**config.mk**
```make
export PLATFORM = sky130hd
export DESIGN_NAME = nonce_reporter
export DESIGN_NICKNAME = d
export VERILOG_FILES = /design/src/rtl/nonce_reporter.sv
export SDC_FILE = /design/constraint.sdc
export NUM_CORES = 1
export LEC_CHECK = 0
export CAP_MARGIN = 20
export CORE_ASPECT_RATIO = 1.5
export CORE_MARGIN = 2
export CORE_UTILIZATION = 65
export DETAILED_ROUTE_END_ITERATION = 16
export DONT_BUFFER_PORTS = 1
export GPL_ROUTABILITY_DRIVEN = 0
export MAX_ROUTING_LAYER = met4
export PLACE_DENSITY = 0.77
export SYNTH_ARGS = -nofsm -noshare
export SYNTH_HDL_FRONTEND = slang
export SYNTH_SLANG_ARGS = --single-unit
export TNS_END_PERCENT = 10
```
**constraint.sdc**
```tcl
create_clock -name clk -period 3.9 [get_ports clk]
set_input_delay 0.78 -clock clk [delete_from_list [all_inputs] [get_ports clk]]
set_output_delay 0.78 -clock clk [all_outputs]
set_load 0.05 [all_outputs]
```
**src/rtl/nonce_reporter.sv**
```systemverilog
// Captures miner golden nonces on each new ticket and streams them
// as four bytes over a valid/ready link, with one pending slot.
module nonce_reporter #(
  parameter logic [27:0] NONCE_ADJ = 28'd0,
  parameter bit          MSB_FIRST = 1'b0
) (
  input  logic        clk,
  input  logic        rst,
  input  logic        got_ticket,
  input  logic [31:0] golden_nonce,
  input  logic        start_mining,
  input  logic        clr_ovf,
  output logic [7:0]  tx_data,
  output logic        tx_valid,
  input  logic        tx_ready,
  output logic        busy,
  output logic        ovf,
  output logic [15:0] tickets_sent
);

  localparam logic [0:0] IDLE = 1'b0;
  localparam logic [0:0] SEND = 1'b1;

  logic [0:0]  state;
  logic        got_q;
  logic [31:0] shift;
  logic [31:0] pend;
  logic        pend_full;
  logic [1:0]  idx;
  logic [1:0]  sel;
  logic [7:0]  cur_byte;
  logic [31:0] adj;
  logic        ev;
  logic        hs;
  logic        last;
  logic        drop;

  // Top nibble is the nonce_start field; only the count is corrected.
  assign adj  = {golden_nonce[31:28], golden_nonce[27:0] - NONCE_ADJ};
  assign ev   = got_ticket & ~got_q;
  assign hs   = (state == SEND) & tx_ready;
  assign last = hs & (idx == 2'd3);
  assign drop = ev & (state == SEND) & pend_full & ~last;

  assign sel = MSB_FIRST ? (2'd3 - idx) : idx;

  always_comb begin
    cur_byte = 8'h00;
    case (sel)
      2'd0:    cur_byte = shift[7:0];
      2'd1:    cur_byte = shift[15:8];
      2'd2:    cur_byte = shift[23:16];
      default: cur_byte = shift[31:24];
    endcase
  end

  assign tx_valid = (state == SEND);
  assign tx_data  = (state == SEND) ? cur_byte : 8'h00;
  assign busy     = (state == SEND) | pend_full;

  always_ff @(posedge clk or negedge rst) begin
    if (!rst) begin
      state        <= IDLE;
      got_q        <= 1'b0;
      shift        <= 32'd0;
      pend         <= 32'd0;
      pend_full    <= 1'b0;
      idx          <= 2'd0;
      ovf          <= 1'b0;
      tickets_sent <= 16'd0;
    end else begin
      got_q <= start_mining ? 1'b0 : got_ticket;

      if (drop)
        ovf <= 1'b1;
      else if (clr_ovf)
        ovf <= 1'b0;

      case (state)
        IDLE: begin
          if (ev) begin
            shift <= adj;
            idx   <= 2'd0;
            state <= SEND;
          end
        end
        default: begin
          if (hs)
            idx <= idx + 2'd1;
          if (last) begin
            tickets_sent <= tickets_sent + 16'd1;
            // Pending nonce goes first; a same-cycle event refills pending.
            if (pend_full) begin
              shift     <= pend;
              pend      <= adj;
              pend_full <= ev;
            end else if (ev) begin
              shift <= adj;
            end else begin
              state <= IDLE;
            end
          end else if (ev && !pend_full) begin
            pend      <= adj;
            pend_full <= 1'b1;
          end
        end
      endcase
    end
  end

endmodule

```
==> results.yml, run 1 <==
outcome:
  outcome: "complete, no violations"
global_routing:
  grt_first_pass_wirelength_um: 13060
  antenna_found_initial: 0
  globalRouteTotalUtil_pct: 26.92
  globalRoute.totalOverflow: 0
  grt_pass1_vias: 2753
  largest_net_degree_at_the_start_of_global_routing: 87
placed_design:
  dp_hpwl_um: 5375
  placed_cells: 410
  dp_worst_setup_slack_ns: 1.343
  io_buffer_count: 0
synthesis:
  synth.yosys.warnings: 0
  synth-seq-area-share_pct: 54.52
  synth_area_per_cell_sq_um: 11.38
  synth-seq-cells: 86
  post_synth_num_cell_types: 34
  mappedNetlistNets: 391
  post_synth_instance_area_sq_um: 3948
  syn-instance-count: 347
min_path:
  hp-class: "in -> async"
layout:
  layoutNonFillerInstCount: 427
  layout-drive-gt1-share_pct: 19.72
  antennaDiodeCount: 0
  fin_util_pct: 72.11
  final_nets: 394
  area_delta_synth_final_pct: 6.466
critical_path:
  critical-path-slowest-cell: "a222oi_1"
  cp_data_required_time_ns: 3.12
  startpoint_type: "flip-flop"
  critPathLaunch: "idx[0]"
  reg2reg_from: "tx_valid"
  path_cells: "inv_1 -> ha_1 -> a222oi_1 -> nor2_1 -> a21oi_1 -> nor2_1 -> buf_4"
  cp_data_arrival_time_ns: 2.22
  cp_max_fo: 8
  crit_path_max_incr_delay_ns: 0.51
  critical_path.top_delay_family: "compound AO/OA/AOI/OAI gates"
  cp_num_buf_inv: 2
  crit_path_end_kind: "output port"
  timing_worst_setup_path_type: "reg -> out"
  crit_path_frequent_cell: "nor2_1"
sta:
  clock-skew-final_ns: 0.01084
  tightestPinTransition_ns: 0.6385
  finalHoldViolations: 0
  unrepaired_setup_endpoints_after_global_routing: "false"
  max_slew_margin_pct: 57.04
  fin_setup_tns_ns: 0
  maxClockFrequency_ghz: 0.3334
  finalSetupViolCount: 0
  finalWorstPathRequiredPeriod_ns: 2.999
  min_period_over_period_pct: 76.91
  slew_viol_final: 0
  postLayoutSetupSlackWorst_ns: 0.9006
clock_tree:
  ctsResizeCount: 0
  numCtsBuffers: 9
  clock_sink_total: 86
  worst_skew_pair.late_latency_ns: 0.36
  clock_path_buffers: 2
  cts_tree: "done"
  cts_setup_buffers: 0
  postCtsHoldBufs: 0
  cts-root-buf: "clkbuf_8"
  htree_levels: 3
  worst_setup_hold_path_clk_slew_ns: 0.09
floorplan:
  die_area_sq_um: 6725
  ios: 65
  coreArea_sq_um: 5828
  die_height_um: 99.45
  floorplan.die.width_um: 67.63
  floorplan_row_count: 34
  floorplan.initialDensity_pct: 67.73
power_and_ir_drop:
  power.density_nw_per_um2: 981.0
  leakage_power_of_the_design_nw: 1.856
  power_w: 0.004123
  worst_ir_drop_vdd_uv: 889.0
route:
  drt-initial-drc-count: 301
  avgRoutedWirePerCell_um: 18.89
  final_antenna_net_count: 0
  post-route-drc-count: 0
  number_of_vias_after_detailed_routing: 2690
  detail_route.vias_per_cell: 6.300
  drt_pre_antenna_iters: 5
  final_routed_wirelength_across_all_metal_layers_um: 8064
flow_run:
  cap_viol_max_count: 0
==> routing by layer <==
layer / vias to the layer above / global-route usage (%) / wire (um)
met5: - / - / 0
met4: 0 / 10.20 / 161
met3: 16 / 5.769 / 502
met2: 94 / 41.25 / 4175
met1: 1338 / 35.00 / 3224
li1: 1242 / - / -
==> path summary, 6_finish.rpt <==
check / to / slack, ns / depth (start not counted)
setup / recovery: tx_data[1] / 0.90 / 7
hold reg to reg: pend[27] / 0.52 / 1
max in group asynchronous: shift[31] / 3.66 / 0
setup reg to reg: shift[8] / 1.56 / 6
hold / removal: shift[3] / 0.11 / 0
min in group clk: got_q / 0.47 / 1
==> through the flow <==
step                      hold slack [ns]  cell area [sq um]
after floorplan                    0.4811               3948
after global placement             0.4871               4020
after detailed placement           0.4862               4020
after CTS                         0.09784               4188
after global routing              0.08460               4203
final                              0.1096               4203
==> area by class of cell <==
cell class / instances / area (sq um)
flip-flops and latches: 86 / 2152
fillers: 418 / 1625
clock buffers: 11 / 131.4
clock inverters: 5 / 36.28
multi-input cells: 234 / 1658
well taps: 72 / 90.09
repair buffers: 15 / 120.1
inverters: 4 / 15.01
==> cells in the final DEF, fill, tap and decap left out, types with 2 or more instances in the layout <==
master    netlist  routed
a21oi_1        42      42
or2_2           2       2
clkinv_2        0       2
mux2_4         30      30
buf_4           1      14
mux2_2          3       3
o22ai_1        33      33
o31ai_1         2       2
ha_1            6       6
inv_1           3       3
clkbuf_1       11       2
xor2_1          6       6
nand4_1         4       4
clkinv_4        0       3
nor3_1          2       2
nand3_1         7       7
dfrtp_1        86      86
clkbuf_8        0       9
xnor2_1        10      10
nand2_1        14      14
a222oi_1        8       8
nor2_1         52      52
nor4_1          2       2
==> worst reg2reg max path, stage by stage, from the launching register on <==
cell	delay, ns
dfrtp_1	0.37
buf_4	0.22
nand2_1	0.49
nand2_1	0.54
buf_8	0.32
o22ai_1	0.17
a21oi_1	0.10
==> logic make-up after synthesis <==
| kind of cell | after synthesis | share of synthesized area (%) |
|---|---|---|
| muxes | 33 | 12.27 |
| and+or+nand+nor | 89 | 9.921 |
| xor gates and xnor gates | 16 | 3.550 |
| adders and majority gates | 6 | 1.902 |
| AOI/OAI and AO/OA | 90 | 14.36 |
| buffers and inverters | 27 | 3.486 |
| DFF | 86 | 54.52 |
==> Yosys cell counts <==
cell type / number / area share (%)
ha_1: 6 / 1.9
inv_1: 3 / 0.29
nor2b_4: 1 / 0.35
a21boi_2: 1 / 0.29
nor4_1: 2 / 0.32
a21bo_2: 1 / 0.25
xor2_1: 6 / 1.3
a21oi_1: 42 / 5.3
nor3_1: 2 / 0.25
or2_2: 2 / 0.32
o31ai_1: 2 / 0.38
buf_2: 8 / 1.0
or2b_1: 1 / 0.19
buf_6: 3 / 0.86
mux2_2: 3 / 0.86
nand2_2: 1 / 0.16
nand2_1: 14 / 1.3
nand4_1: 4 / 0.63
a211oi_4: 1 / 0.51
a21oi_2: 1 / 0.22
clkinv_1: 1 / 0.095
clkbuf_1: 11 / 1.0
nand3_1: 7 / 0.89
a222oi_1: 8 / 2.0
nor2_1: 52 / 4.9
xnor2_1: 10 / 2.2
and3_1: 1 / 0.16
buf_4: 1 / 0.19
o22ai_1: 33 / 5.2
nor2b_1: 1 / 0.16
o21ai_0: 1 / 0.13
mux2_4: 30 / 11
and4_1: 1 / 0.22
dfrtp_1: 86 / 55
==> where the power goes <==
group	internal, W	total [W]	switching (W)	leakage (nW)
clock	0.000233	0.000542	0.000310	0.0872
sequential	0.00127	0.00163	0.000354	1.01
combinational	0.000889	0.00195	0.00106	0.756
==> state kept, by name (all words and copies together) (netlist names) <==
name          cells
ovf               1
pend_full         1
tickets_sent     16
pend             32
got_q             1
idx               2
shift            32
tx_valid          1
Power figures use the tool's default switching activity.
==> inputs of run 2 (changes only) <==
Settings changed: CORE_UTILIZATION 65 to 63, PLACE_DENSITY 0.77 to 0.75.
Clock period 3.9 ns to 2.9 ns, I/O delays scaled along.
==> run 2 against run 1 <==
Die area rose by 3.0%. Critical path depth is the same. Clock skew decreased by 0.0030 ns. Flip-flop and latch count stayed put. Final area increased by 0.98%. Non-clock buffer count grew 5. Highest routed layer unchanged. Clock power is 31% higher. Via count up 0.33%. Combinational power rose by 40%. Core utilization down 2.4 points.
==> results.yml, run 2 (synthesis gave the netlist of run 1 again) <==
outcome:
  outcome: "complete, no violations"
layout:
  area_delta_synth_final_pct: 7.512
  top_regs: "pend: 32 flops, shift: 32 flops, tickets_sent: 16 flops"
  most-common-layout-cells: "dfrtp_1 (86), nor2_1 (52), a21oi_1 (42)"
  most_common_library_cell_in_the_layout_ignoring_fill_and_taps: "dfrtp_1"
  final_nets: 399
  antennaDiodeCount: 0
  layout-drive-gt1-share_pct: 20.61
global_routing:
  globalRoute.totalOverflow: 0
  grt_pass1_vias: 2804
  grt_first_pass_wirelength_um: 13340
  largest_net_degree_at_the_start_of_global_routing: 87
  globalRouteTotalUtil_pct: 27.14
  antenna_found_initial: 0
clock_tree:
  clock_path_buffers: 2
  numCtsBuffers: 9
  cts-root-buf: "clkbuf_8"
  worst_setup_hold_path_clk_slew_ns: 0.08
  clock_sink_total: 86
  htree_levels: 3
  worst_skew_pair.late_latency_ns: 0.36
  cts_tree: "done"
  cts_setup_buffers: 0
  ctsResizeCount: 0
floorplan:
  floorplan_row_count: 35
  ios: 65
  die_height_um: 100.9
  coreArea_sq_um: 6087
  floorplan.initialDensity_pct: 64.85
  floorplan.die.width_um: 68.63
  die_area_sq_um: 6928
placed_design:
  dp_hpwl_um: 5574
  io_buffer_count: 0
  dp_worst_setup_slack_ns: 0.6673
route:
  post-route-drc-count: 0
  detail_route.vias_per_cell: 6.233
  final_routed_wirelength_across_all_metal_layers_um: 8288
  avgRoutedWirePerCell_um: 19.14
  drt-initial-drc-count: 224
  drt_pre_antenna_iters: 5
  number_of_vias_after_detailed_routing: 2699
  final_antenna_net_count: 0
sta:
  maxClockFrequency_ghz: 0.3800
  min_period_over_period_pct: 90.73
  finalWorstPathRequiredPeriod_ns: 2.631
  slew_viol_final: 0
  clock-skew-final_ns: 0.007846
  unrepaired_setup_endpoints_after_global_routing: "false"
  finalHoldWorstSlack_ns: 0.1153
  tightestPinTransition_ns: 0.6213
  fin_setup_tns_ns: 0
  max_slew_margin_pct: 58.20
  finalSetupViolCount: 0
  postLayoutSetupSlackWorst_ns: 0.2687
  finalHoldViolations: 0
critical_path:
  crit_path_end_kind: "output port"
  timing_worst_setup_path_type: "reg -> out"
  cp_max_fo: 8
  startpoint_type: "flip-flop"
  cp_data_arrival_time_ns: 2.05
  cp_data_required_time_ns: 2.32
power_and_ir_drop:
  worst_ir_drop_vdd_uv: 1462
  power.density_nw_per_um2: 1318
  leakage_power_of_the_design_nw: 1.874
min_path:
  hp-class: "in -> async"
flow_run:
  cap_viol_max_count: 0
[run 2: cell count changes in the layout (fill, tap and decap cells not counted)]
cell        delta
buf_4          +5
clkinv_4       -3
clkinvlp_4     +2
buf_16         +1
buf_8          -1
[run 2: area by class of cell]
| cell class | instances | area (sq um) |
|---|---|---|
| fillers | 438 | 1843 |
| repair buffers | 20 | 170.2 |
| flip-flops and latches | 86 | 2152 |
| multi-input cells | 234 | 1658 |
| well taps | 74 | 92.59 |
| inverters | 4 | 15.01 |
| clock buffers | 11 | 131.4 |
| clock inverters | 4 | 25.02 |
[run 2: worst paths after layout]
kind / startpoint / endpoint / slack, ns / cells after the start
max in group asynchronous: rst / tickets_sent[13] / 2.44 / 1
setup reg to reg: tx_valid / tickets_sent[11] / 0.80 / 5
setup / recovery: idx[0] / tx_data[3] / 0.27 / 7
min in group clk: start_mining / got_q / 0.28 / 1
hold reg to reg: pend[16] / pend[16] / 0.52 / 1
hold / removal: rst / shift[3] / 0.12 / 1
[run 2: through the flow]
step	cell area, sq um	utilization [%]	cells	total power (W)
final	4244	69.72	433	0.005596
after global routing	4244	69.72	433	0.005933
after detailed placement	4060	66.70	417	0.004857
after global placement	4060	66.70	417	0.004789
after CTS	4244	69.72	433	0.005611
after floorplan	3948	-	347	0.004242
[run 2: layer usage]
layer / wire length (um) / up-vias / GRT usage [%]
li1: - / 1253 / -
met1: 3335 / 1342 / 32.19
met2: 4160 / 80 / 41.20
met3: 442 / 24 / 7.374
met4: 350 / 0 / 14.92
met5: 0 / - / -
[run 2: worst max-delay path: stages (launching register included)]
cell and delay [ns]:
dfrtp_1 0.43, inv_1 0.11, ha_1 0.31, a222oi_1 0.35
nor2_1 0.08, a21oi_1 0.15, nor2_1 0.07, buf_4 0.20
[run 2: timing repair]
action,4_1_cts,5_1_grt
setup endpoints to repair,0,0
hold buffers,1,0
hold endpoints to repair,86,0
[run 2: power breakdown]
group	internal [W]	switching, W
Combinational	0.00122	0.00151
Sequential	0.00172	0.000441
Clock	0.000304	0.000406
